$ cat src/rtl/duty_gen_if.sv
// Control/status bundle for duty_gen: pending-setting load port plus the generated waveform.
interface duty_gen_if #(
    parameter int CNT_W = 10
);
    logic             load;
    logic [CNT_W-1:0] period_in;
    logic [CNT_W-1:0] high_in;
    logic             ft;
    logic             cyc_start;
    logic             pend;

    modport master (
        output load, period_in, high_in,
        input  ft, cyc_start, pend
    );

    modport slave (
        input  load, period_in, high_in,
        output ft, cyc_start, pend
    );
endinterface

$ cat src/rtl/duty_gen.sv
// Programmable PWM test-signal generator with double-buffered period/high settings.
// Optional `DUTY_SWEEP_EN: high time steps by one tick per period when nothing is pending.
module duty_gen #(
    parameter int CNT_W    = 10,
    parameter int DIV      = 1,
    parameter int PER_RST  = 10,
    parameter int HIGH_RST = 5
) (
    input  logic     inclk0,
    input  logic     rst_n,
    duty_gen_if.slave bus
);

    localparam int                 PRE_W     = (DIV > 1) ? $clog2(DIV) : 1;
    localparam logic [PRE_W-1:0]   PRE_LAST  = PRE_W'(DIV - 1);
    localparam logic [CNT_W-1:0]   PER_INIT  = CNT_W'(PER_RST);
    localparam logic [CNT_W-1:0]   HIGH_INIT = CNT_W'(HIGH_RST);
    localparam logic [CNT_W-1:0]   PER_MIN   = CNT_W'(2);

    logic [PRE_W-1:0] pre_cnt_q, pre_cnt_d;
    logic [CNT_W-1:0] ph_q, ph_d;
    logic [CNT_W-1:0] per_q, per_d;
    logic [CNT_W-1:0] high_q, high_d;
    logic [CNT_W-1:0] pend_per_q, pend_per_d;
    logic [CNT_W-1:0] pend_high_q, pend_high_d;
    logic             pend_q, pend_d;
    logic             ft_q, ft_d;
    logic             cyc_start_q, cyc_start_d;
    logic             tick;
    logic             wrap;

`ifdef DUTY_SWEEP_EN
    logic [CNT_W:0]   high_inc;
    logic [CNT_W-1:0] high_sweep;

    always_comb begin
        high_inc   = {1'b0, high_q} + 1'b1;
        high_sweep = (high_inc >= {1'b0, per_q}) ? '0 : high_inc[CNT_W-1:0];
    end
`endif

    always_comb begin
        tick      = (pre_cnt_q == PRE_LAST);
        pre_cnt_d = tick ? '0 : pre_cnt_q + 1'b1;

        wrap = tick && (ph_q == per_q - 1'b1);
        ph_d = ph_q;
        if (tick) begin
            ph_d = wrap ? '0 : ph_q + 1'b1;
        end

        cyc_start_d = wrap;
        ft_d        = (ph_q < high_q);

        per_d       = per_q;
        high_d      = high_q;
        pend_per_d  = pend_per_q;
        pend_high_d = pend_high_q;
        pend_d      = pend_q;

        // Apply uses the pending set held before this edge; a coincident load
        // is evaluated afterwards so it stays pending for the next wrap.
        if (wrap) begin
            if (pend_q) begin
                per_d  = pend_per_q;
                high_d = pend_high_q;
                pend_d = 1'b0;
            end
`ifdef DUTY_SWEEP_EN
            else begin
                high_d = high_sweep;
            end
`endif
        end

        if (bus.load) begin
            pend_per_d  = (bus.period_in < PER_MIN) ? PER_MIN : bus.period_in;
            pend_high_d = bus.high_in;
            pend_d      = 1'b1;
        end
    end

    always_ff @(posedge inclk0 or negedge rst_n) begin
        if (!rst_n) begin
            pre_cnt_q   <= '0;
            ph_q        <= '0;
            per_q       <= PER_INIT;
            high_q      <= HIGH_INIT;
            pend_per_q  <= PER_INIT;
            pend_high_q <= HIGH_INIT;
            pend_q      <= 1'b0;
            ft_q        <= 1'b0;
            cyc_start_q <= 1'b0;
        end else begin
            pre_cnt_q   <= pre_cnt_d;
            ph_q        <= ph_d;
            per_q       <= per_d;
            high_q      <= high_d;
            pend_per_q  <= pend_per_d;
            pend_high_q <= pend_high_d;
            pend_q      <= pend_d;
            ft_q        <= ft_d;
            cyc_start_q <= cyc_start_d;
        end
    end

    assign bus.ft        = ft_q;
    assign bus.cyc_start = cyc_start_q;
    assign bus.pend      = pend_q;

endmodule
$ cat src/flat_wrapper.sv
// flat-port wrapper written by rule: the top's interface ports become plain ports
module duty_gen_flat 
#(
    parameter int CNT_W    = 10,
    parameter int DIV      = 1,
    parameter int PER_RST  = 10,
    parameter int HIGH_RST = 5
)
  (inclk0, rst_n, bus_load, bus_period_in, bus_high_in, bus_ft, bus_cyc_start, bus_pend);
  duty_gen_if #(.CNT_W(CNT_W)) bus_i ();
  input  logic inclk0;
  input  logic rst_n;
  input wire logic [$bits(bus_i.load)-1:0] bus_load;
  input wire logic [$bits(bus_i.period_in)-1:0] bus_period_in;
  input wire logic [$bits(bus_i.high_in)-1:0] bus_high_in;
  output wire logic [$bits(bus_i.ft)-1:0] bus_ft;
  output wire logic [$bits(bus_i.cyc_start)-1:0] bus_cyc_start;
  output wire logic [$bits(bus_i.pend)-1:0] bus_pend;
  assign bus_i.load = bus_load;
  assign bus_i.period_in = bus_period_in;
  assign bus_i.high_in = bus_high_in;
  assign bus_ft = bus_i.ft;
  assign bus_cyc_start = bus_i.cyc_start;
  assign bus_pend = bus_i.pend;
  duty_gen #(.CNT_W(CNT_W), .DIV(DIV), .PER_RST(PER_RST), .HIGH_RST(HIGH_RST)) u_core (.inclk0(inclk0), .rst_n(rst_n), .bus(bus_i));
endmodule
$ cat config.mk
export PLATFORM = sky130hd
export DESIGN_NAME = duty_gen_flat
export DESIGN_NICKNAME = d
export VERILOG_FILES = /design/src/rtl/duty_gen_if.sv /design/src/rtl/duty_gen.sv /design/src/flat_wrapper.sv
export SDC_FILE = /design/constraint.sdc
export NUM_CORES = 1
export LEC_CHECK = 0
export CAP_MARGIN = 20
export CORE_ASPECT_RATIO = 1.1
export CORE_MARGIN = 10
export CORE_UTILIZATION = 25
export DETAILED_ROUTE_END_ITERATION = 10
export GPL_ROUTABILITY_DRIVEN = 1
export GPL_TIMING_DRIVEN = 1
export SYNTH_ARGS = -nofsm -noshare
export SYNTH_HDL_FRONTEND = slang
export SYNTH_SLANG_ARGS = --single-unit
$ cat constraint.sdc
create_clock -name inclk0 -period 3.3 [get_ports inclk0]
set_input_delay 0.66 -clock inclk0 [delete_from_list [all_inputs] [get_ports inclk0]]
set_output_delay 0.66 -clock inclk0 [all_outputs]
set_load 0.05 [all_outputs]
==> results.json <==
{
  "status": "completed",
  "setup_tns_ns": 0,
  "gp_congestion": 0.751,
  "cts.sink_count": 53,
  "ys_dominant_reg_cell": "dfrtp_1",
  "postCtsSetupBuffers": 0,
  "synth_area_leader_cell": "dfrtp_1",
  "area_growth_pct": 22.6,
  "grt_overflow": 0,
  "setup_violations": 0,
  "row_count": 39,
  "drc": 0,
  "ys_ff_latch": 53,
  "synth-simple-area-share": 0.0939,
  "clock_path_buffers": 2,
  "worstHoldPathType": "in -> async",
  "vias_per_cell": 4.19,
  "dieArea_um2": 15000,
  "chipHeight_um": 127,
  "hold_viol_final": 0,
  "antenna_found_initial": 0,
  "synth_compound_area_frac": 0.0544,
  "arrival_ns": 2.82,
  "tightest_slew_ns": 0.672,
  "synth-async-reset-ratio": 1.00,
  "p_per_area_nw_per_um2": 427,
  "synth_top_family_by_area": "multiplexers",
  "cts_hold_buf": 0,
  "fillers": 1084,
  "cts-buffers-inserted": 5,
  "synth_xor_xnor_area_share": 0.0653,
  "max_clock_freq_mhz": 379,
  "drt_first_pass_iters": 4,
  "cts_tree": "yes",
  "numPortBuffers": 25,
  "wl_mm": 5.03,
  "clk_pin_slew_ns": 0.07,
  "grt_pass1_wl_mm": 8.91,
  "place_ws_ns": 0.665,
  "synthTopCellsByArea": "dfrtp_1 (43%), mux2_4 (11%), dfstp_2 (8.0%)",
  "vias": 1605,
  "clock_skew_ns": 0.00430,
  "vdd.ir_drop.worst_v": 0.000173,
  "relSlewSlack": 0.551,
  "worstPathRequired_ns": 3.48,
  "initial_core_util": 0.254,
  "regArea_um2": 1340,
  "avgSynthCellArea_um2": 12.6,
  "path_max_fanout": 20,
  "syn_area_um2": 2620,
  "drt_iter0_markers": 66,
  "io_pins": 26,
  "drtAntennaViolNets": 0,
  "grt_pass1_vias": 1790,
  "synth_edf_count": 0,
  "root_buffer": "clkbuf_16",
  "wl_per_cell_um": 13.1,
  "yosysTopAreaCellShare": 0.429,
  "syn_inst": 209,
  "synthMuxAreaShare": 0.190,
  "fin_cells": 383,
  "worst_setup_path_start_kind": "flip-flop",
  "worstSetupPathType": "reg -> reg",
  "endpoint_kind": "flip-flop",
  "grt_max_degree": 54,
  "dp_cells": 375,
  "ys_types": 44,
  "core-area_um2": 10300,
  "synth_warnings": 0,
  "synth_common_cells": "dfrtp_1 (45), mux2_4 (19), mux2_2 (18), nor2_1 (17), inv_1 (14)",
  "setup_ws_ns": 0.660,
  "totalPowerFinal_mw": 1.37,
  "n_antenna_cell": 0,
  "synth_nets": 243,
  "p_int_mw": 1.10,
  "ys_seq_area_frac": 0.509,
  "fin_crit_ns": 2.64,
  "multiInputGateArea_um2": 1200,
  "num-nets-final": 273,
  "rsz0062_at_grt": "no",
  "period_share": 0.800,
  "maxCapViolations": 0,
  "drive_gt1_frac": 0.250,
  "seqPwrFrac": 0.503,
  "grt_usage": 0.0734,
  "htree_levels": 2,
  "place_hpwl_mm": 3.73,
  "ctsResizeCount": 0,
  "p_sw_uw": 270,
  "p_comb_frac": 0.056,
  "insertion_delay_ns": 0.29,
  "fp.dieW_um": 118,
  "slew_viol_final": 0,
  "swShare": 0.196,
  "synth_most_common_cell": "dfrtp_1",
  "synth_fa_ha_area_frac": 0.0525,
  "p_clk_frac": 0.441,
  "leakagePower_nw": 1.44
}
==> cell families (layout without fill, tap and decap cells) <==
kind of cell    after synthesis  after routing
compound gates               21             21
xor+xnor                     18             18
simple gates                 48             48
flops                        53             53
fa+ha+maj                    11             11
mux                          38             38
buf+inv                      20             51
==> critical path: stages, from the launching register on <==
cell and delay (ns):
dfrtp_1 0.42, inv_1 0.09, ha_1 0.17, nor3b_2 0.30, a31oi_1 0.12, and3b_1 0.22
o21ai_1 0.07, or4_4 0.74, mux2_4 0.37
==> power groups by stage <==
stage	registers (mW)	clock network (mW)	logic (mW)
3_3_place_gp	0.702	0	0.0781
3_5_place_dp	0.703	0	0.0799
6_report	0.690	0.605	0.0772
5_1_grt	0.694	0.658	0.0865
4_1_cts	0.691	0.628	0.0799
2_1_floorplan	0.698	0	0.0313
==> metrics by stage <==
step                utilization  cell area (µm²)  hold WS [ns]
floorplan                     -             2620         0.364
global placement          0.294             3040         0.487
detailed placement        0.294             3040         0.491
CTS                       0.311             3220         0.507
global route              0.311             3220         0.515
finish                    0.311             3220         0.488
==> metal layers <==
| metal | vias up | part of all wire | GRT usage |
|---|---|---|---|
| met5 | - | 0 | 0 |
| met4 | 0 | 0.027 | 0.0451 |
| met3 | 8 | 0.051 | 0.0216 |
| met2 | 31 | 0.47 | 0.116 |
| met1 | 778 | 0.45 | 0.0868 |
| li1 | 788 | - | - |
==> layout by cell type, fill, tap and decap left out, types with 2 or more instances in the layout <==
master and instances:
clkbuf_16 5, nand3_1 6, o21ai_0 2, ha_1 11, buf_4 4, nand2_1 8, dfrtp_1 45, xor2_1 6
inv_1 14, xnor2_1 11, nand3b_1 2, clkdlybuf4s50_1 24, dfstp_2 8, mux2_4 19, nor2_1 17, nor3_1 3
mux2_2 18, a21oi_1 4, a31oi_1 3, a21o_1 2, nand4_1 2
==> area by class of cell <==
class / instances / area share
Clock buffer: 6 / 0.0432
Clock inverter: 2 / 0.0117
Inverter: 14 / 0.0163
Multi-Input combinational cell: 136 / 0.372
Sequential cell: 53 / 0.416
Tap cell: 143 / 0.0556
Timing Repair Buffer: 29 / 0.0856
==> sequential cells by signal (all words and copies together) (netlist names) <==
register	count
u_core.high_q	10
u_core.pend_high_q	10
u_core.bus.ft	1
u_core.ph_q	10
u_core.bus.pend	1
u_core.pend_per_q	10
u_core.per_q	10
u_core.bus.cyc_start	1
==> path summary, 6_finish.rpt <==
path,startpoint,end,slack (ns),cells after the start
min in group inclk0,u_core.pend_high_q[3],u_core.high_q[3],0.50,1
hold / removal,rst_n,u_core.high_q[6],0.49,2
setup reg to reg,u_core.per_q[0],u_core.high_q[9],0.66,8
max in group asynchronous,rst_n,u_core.pend_per_q[6],2.36,2
setup / recovery,u_core.per_q[0],u_core.high_q[9],0.66,8
hold reg to reg,u_core.pend_high_q[3],u_core.high_q[3],0.50,1
Power figures use the tool's default switching activity.
